File: src/rtl/uart_pkg.sv
// uart_pkg: shared constants for the uart receive-side blocks
//   RX_FIFO_DEPTH_LOG2 : default receive FIFO depth exponent
//   RX_FIFO_*          : receive capture FSM state encodings
package uart_pkg;
    localparam int RX_FIFO_DEPTH_LOG2 = 4;
    localparam logic [1:0] RX_FIFO_IDLE     = 2'd0;
    localparam logic [1:0] RX_FIFO_CAPTURE  = 2'd1;
    localparam logic [1:0] RX_FIFO_WAIT_LOW = 2'd2;
endpackage

File: src/rtl/uart_rx_fifo_sync_fifo.sv
// sync_fifo: byte FIFO with registered first-word-fall-through head
//   cpu_clk, rst_n : clock, asynchronous active-low reset
//   push, wdata    : write request and byte (dropped when full unless popping)
//   pop            : advance head (ignored when empty)
//   rdata          : registered head byte, 0 when empty
//   count          : occupancy 0..2**DEPTH_LOG2
//   full, empty    : occupancy flags
import uart_pkg::*;

module sync_fifo #(
    parameter int DEPTH_LOG2 = RX_FIFO_DEPTH_LOG2
) (
    input  logic                  cpu_clk,
    input  logic                  rst_n,
    input  logic                  push,
    input  logic [7:0]            wdata,
    input  logic                  pop,
    output logic [7:0]            rdata,
    output logic [DEPTH_LOG2:0]   count,
    output logic                  full,
    output logic                  empty
);
    logic [DEPTH_LOG2:0] wr_ptr, rd_ptr, wr_nxt, rd_nxt;
    logic [7:0] mem [0:(1<<DEPTH_LOG2)-1];
    logic push_ok, pop_ok;

    assign empty   = wr_ptr == rd_ptr;
    assign full    = (wr_ptr[DEPTH_LOG2] != rd_ptr[DEPTH_LOG2]) &&
                     (wr_ptr[DEPTH_LOG2-1:0] == rd_ptr[DEPTH_LOG2-1:0]);
    assign count   = wr_ptr - rd_ptr;
    assign pop_ok  = pop && !empty;
    // a pop in the same cycle frees the slot the push needs
    assign push_ok = push && (!full || pop_ok);
    assign wr_nxt  = wr_ptr + {{DEPTH_LOG2{1'b0}}, push_ok};
    assign rd_nxt  = rd_ptr + {{DEPTH_LOG2{1'b0}}, pop_ok};

    always_ff @(posedge cpu_clk) begin
        if (push_ok) mem[wr_ptr[DEPTH_LOG2-1:0]] <= wdata;
    end

    // head is preloaded with the entry that will be at rd_nxt, bypassing
    // the write port when that entry is the one being written this cycle
    always_ff @(posedge cpu_clk or negedge rst_n) begin
        if (!rst_n) begin
            wr_ptr <= '0;
            rd_ptr <= '0;
            rdata  <= '0;
        end else begin
            wr_ptr <= wr_nxt;
            rd_ptr <= rd_nxt;
            rdata  <= (rd_nxt == wr_nxt) ? 8'h00 :
                      (push_ok && rd_nxt == wr_ptr) ? wdata : mem[rd_nxt[DEPTH_LOG2-1:0]];
        end
    end
endmodule

File: src/rtl/uart_rx_fifo.sv
// uart_rx_fifo: buffers uart received bytes for CPU polling
//   cpu_clk, rst_n  : clock, asynchronous active-low reset
//   uart_get_recv   : uart receive-available flag (asynchronous)
//   uart_recv_data  : uart received byte, stable while uart_get_recv high
//   uart_recv_clear : one-cycle acknowledge pulse back to the uart
//   cpu_rd          : CPU read strobe, pops the head
//   cpu_data_out    : FIFO head, 0 when empty
//   cpu_data_av     : FIFO non-empty
//   cpu_count       : occupancy
//   overflow        : sticky byte-dropped flag, cleared by overflow_clr
import uart_pkg::*;

module uart_rx_fifo #(
    parameter int DEPTH_LOG2  = RX_FIFO_DEPTH_LOG2,
    parameter int SYNC_STAGES = 2
) (
    input  logic                  cpu_clk,
    input  logic                  rst_n,
    input  logic                  uart_get_recv,
    input  logic [7:0]            uart_recv_data,
    output logic                  uart_recv_clear,
    input  logic                  cpu_rd,
    output logic [7:0]            cpu_data_out,
    output logic                  cpu_data_av,
    output logic [DEPTH_LOG2:0]   cpu_count,
    output logic                  overflow,
    input  logic                  overflow_clr
);
    logic [SYNC_STAGES-1:0] sync_q;
    logic [1:0] state, state_nxt;
    logic av_s, push, full, empty, drop;

    assign av_s  = sync_q[SYNC_STAGES-1];
    assign push  = (state == RX_FIFO_IDLE) && av_s;
    // with the FIFO full, only a same-cycle read saves the byte
    assign drop  = push && full && !cpu_rd;
    assign cpu_data_av = !empty;

    // WAIT_LOW holds until the flag drops so one byte yields one push
    always_comb begin
        state_nxt = (state == RX_FIFO_IDLE)    ? (av_s ? RX_FIFO_CAPTURE : RX_FIFO_IDLE) :
                    (state == RX_FIFO_CAPTURE) ? RX_FIFO_WAIT_LOW :
                    (av_s ? RX_FIFO_WAIT_LOW : RX_FIFO_IDLE);
    end

    always_ff @(posedge cpu_clk or negedge rst_n) begin
        if (!rst_n) begin
            sync_q          <= '0;
            state           <= RX_FIFO_IDLE;
            uart_recv_clear <= 1'b0;
            overflow        <= 1'b0;
        end else begin
            sync_q          <= {sync_q[SYNC_STAGES-2:0], uart_get_recv};
            state           <= state_nxt;
            uart_recv_clear <= push;
            overflow        <= drop || (overflow && !overflow_clr);
        end
    end

    sync_fifo #(.DEPTH_LOG2(DEPTH_LOG2)) u_fifo (
        .cpu_clk (cpu_clk),
        .rst_n   (rst_n),
        .push    (push),
        .wdata   (uart_recv_data),
        .pop     (cpu_rd),
        .rdata   (cpu_data_out),
        .count   (cpu_count),
        .full    (full),
        .empty   (empty)
    );
endmodule

File: config.mk
export PLATFORM = sky130hd
export DESIGN_NAME = uart_rx_fifo
export DESIGN_NICKNAME = d
export VERILOG_FILES = /design/src/rtl/uart_pkg.sv /design/src/rtl/uart_rx_fifo_sync_fifo.sv /design/src/rtl/uart_rx_fifo.sv
export SDC_FILE = /design/constraint.sdc
export NUM_CORES = 1
export LEC_CHECK = 0
export CAP_MARGIN = 20
export CELL_PAD_IN_SITES_DETAIL_PLACEMENT = 0
export CELL_PAD_IN_SITES_GLOBAL_PLACEMENT = 1
export CORE_AREA = 2 2 161 163
export CTS_BUF_LIST = sky130_fd_sc_hd__clkbuf_8
export DETAILED_ROUTE_END_ITERATION = 8
export DIE_AREA = 0 0 163 165
export GPL_ROUTABILITY_DRIVEN = 0
export PLACE_DENSITY_LB_ADDON = 0.2
export REMOVE_ABC_BUFFERS = 1
export SLEW_MARGIN = 20
export SYNTH_ARGS = -nofsm -noshare
export SYNTH_HDL_FRONTEND = slang
export SYNTH_SLANG_ARGS = --single-unit
File: constraint.sdc
create_clock -name cpu_clk -period 4.26 [get_ports cpu_clk]
set_input_delay 1.278 -clock cpu_clk [delete_from_list [all_inputs] [get_ports cpu_clk]]
set_output_delay 1.278 -clock cpu_clk [all_outputs]
set_load 0.01 [all_outputs]
==> metrics.yaml <==
die:
  design.die.area_um2: 26900
  placement_rows: 58
  floorplan.die.width_um: 163
  floorplan.die.height_um: 165
  initial_core_util: 0.248
  floorplan.core_area_um2: 25000
  top_level_ports: 29
route:
  top_layer_used: "met4"
  drcViolationCount: 0
  detailroute.wirelength.met3_um: 493
  detail_route.vias_per_cell: 4.22
  detailedRoute.firstIterationViolations: 159
  final_antenna_net_count: 0
  met2_length_um: 7180
  num_vias: 3090
  wl_per_cell_um: 19.1
  drt_pre_antenna_iters: 4
  met1_length_um: 6070
  drt_wl_total_um: 14000
worst_setup_path:
  timing.critical_path.from: "u_fifo.wr_ptr[0]"
  crit_required_ns: 2.98
  criticalPathCategory: "reg -> out"
  worst_setup_path_end_kind: "primary output"
  critical_path_peak_fanout: 6
  reg2reg_setup_slack_ns: 0.81
  cp_data_arrival_time_ns: 2.61
  critical_path.startpoint_type: "flop"
  rr_startpoint: "u_fifo.wr_ptr[2]"
clock_network:
  cts_tree: "yes"
  cts_hold_repair.buffers: 0
  cts_num_sinks: 151
  cts_resized: 0
  clock_insertion_delay_worst_skew_ns: 0.45
  postCtsSetupBuffers: 0
  clock_pin_slew_on_the_worst_setup_and_hold_paths_ns: 0.09
  ctsHtreeMaxLevel: 4
  cts_max_path_buffers: 2
  cts_made_buffers: 17
  root_buffer_master: "clkbuf_8"
global_route:
  global_route_wire_length_before_repair_um: 21000
  grt_max_degree: 36
  grt_antenna_before_repair: 0
  grt_overflow_total: 0
  number_of_global_route_vias_before_repair: 3400
  globalRouteTotalUtil: 0.112
timing:
  setup_repair_after_global_routing_missed_its_margin: "false"
  period_share: 0.913
  worst_clock_skew_ns: 0.0102
  fin_setup_tns_ns: 0
  finalSetupViolCount: 0
  slew-limit-headroom: 0.576
  hold_viol: 0
  slew_violations: 0
  final_period_minus_worst_setup_slack_ns: 3.89
  tightest_slew_ns: 0.634
  max_clock_freq_ghz: 0.257
synth:
  post_synth_mux_area_share: 0.145
  synthAdderAreaFrac: 0.0193
  yosysSeqAreaShare: 0.712
  synth_seq_cells: 151
  yosys.area_share.xor_xnor: 0.0324
  syn_avg_cell_area_um2: 18.6
  post_synth_num_cell_types: 34
  synthSimpleGateAreaFrac: 0.0411
  post_synth_instance_area_um2: 6210
  synthCells: 334
  synth_compound_gate_area_share: 0.0310
  synth_top_family_by_area: "multiplexers"
  ys.warnings.count: 0
pwr:
  ir_worst_vdd_v: 0.000394
  power.total_w: 0.00556
  power_per_cell_area_nw_per_um2: 745
  p_leak_nw: 2.50
placed_design:
  hpwlAfterDp_um: 8520
  portBuffers: 28
  placed_cells: 701
flow_run:
  drv_cap: 0
cells_and_area:
  final_layout_size_suffix_gt1_frac: 0.251
  antenna-diode-count: 0
  final_nets: 412
  finish.cell_count_without_fillers: 732
  layout.cells.most_common: "edfxtp_1"
  area.growth.synth_to_final_pct: 20.2
  final_cell_mix: "edfxtp_1, mux4_2, clkdlybuf4s50_1"
hold_path:
  holdCritPathClass: "reg -> reg"
  timing.hold.worst.start: "sync_q[0]"
outcome:
  outcome: "finished clean"
-- synth_stat cells --
library cell | number | area [um^2]
mux2_2 | 9 | 101
o21bai_1 | 1 | 7.51
nor3_1 | 6 | 30.0
a21o_1 | 2 | 15.0
xnor2_2 | 1 | 16.3
buf_6 | 2 | 22.5
nand2b_1 | 2 | 12.5
mux4_2 | 32 | 721
buf_2 | 8 | 40.0
mux2i_1 | 8 | 80.1
xor2_4 | 1 | 27.5
fa_1 | 1 | 20.0
a21oi_1 | 2 | 10.0
ha_1 | 8 | 100
a211oi_1 | 8 | 60.1
o2111ai_4 | 1 | 26.3
nand2_1 | 12 | 45.0
and3b_1 | 1 | 8.76
o21ai_0 | 9 | 45.0
nor4b_2 | 1 | 15.0
buf_1 | 1 | 3.75
xor2_1 | 8 | 70.1
o31a_1 | 1 | 8.76
nor2_1 | 22 | 82.6
edfxtp_1 | 128 | 3840
xnor2_1 | 10 | 87.6
clkbuf_1 | 3 | 11.3
nand4_1 | 2 | 12.5
nand3_1 | 7 | 35.0
o221a_4 | 1 | 20.0
nor3b_1 | 1 | 7.51
and2_1 | 1 | 6.26
inv_1 | 11 | 41.3
dfrtp_1 | 23 | 576
-- layout make-up --
cell class | count | area, um^2
Clock inverter | 14 | 191
Sequential cell | 151 | 4420
Clock buffer | 17 | 234
Inverter | 11 | 41.3
Timing Repair Buffer | 51 | 490
Tap cell | 330 | 413
Fill cell | 2480 | 17600
Multi-Input combinational cell | 158 | 1670
-- layer usage --
metal | GRT usage | vias up
li1 | - | 1417
met1 | 0.132 | 1600
met2 | 0.197 | 58
met3 | 0.0304 | 15
met4 | 0.0402 | 0
met5 | 0 | -
-- where the power goes --
group	switching (W)	leakage, nW	total (W)	internal [W]
clock network	0.000585	0.206	0.00118	0.000595
registers	0.000150	1.43	0.00193	0.00178
logic	0.00118	0.866	0.00245	0.00127
-- path summary, 6_finish.rpt --
path	depth (start not counted)	end
setup / recovery	8	cpu_count[4]
hold / removal	0	sync_q[1]
setup reg to reg	11	u_fifo.rdata[5]
hold reg to reg	0	sync_q[1]
max in group asynchronous	2	overflow
min in group asynchronous	2	u_fifo.rd_ptr[1]
-- critical path: stages (launching register included) --
cell	delay [ns]
dfrtp_1	0.46
inv_1	0.13
ha_1	0.22
fa_1	0.42
inv_1	0.08
a21o_1	0.11
a21oi_1	0.07
xnor2_1	0.13
clkdlybuf4s50_1	0.55
-- flip-flops by register name, indices dropped and copies added (netlist names) --
signal,cells
u_fifo.rd_ptr,5
state,2
u_fifo.rdata,8
sync_q,2
u_fifo.mem,128
u_fifo.wr_ptr,5
overflow,1
-- through the flow --
stage	instance area, um^2	utilization	hold WS [ns]	setup WS (ns)
2_1_floorplan	6130	-	0.331	0.204
6_report	7460	0.298	0.354	0.373
4_1_cts	7460	0.298	0.369	0.322
3_3_place_gp	7040	0.281	0.343	0.380
5_1_grt	7460	0.298	0.370	0.191
3_5_place_dp	7040	0.281	0.342	0.358
-- logic make-up (layout without fill, tap and decap cells) --
| kind of cell | count (synthesis) | after routing |
|---|---|---|
| adder cells (fa/ha/maj) | 9 | 9 |
| AO/OA/AOI/OAI | 25 | 25 |
| XOR/XNOR | 20 | 20 |
| multiplexers | 49 | 49 |
| flip-flops | 151 | 151 |
| buffers and inverters | 25 | 93 |
| AND/OR/NAND/NOR | 55 | 55 |
(Power assumes the default switching activity.)
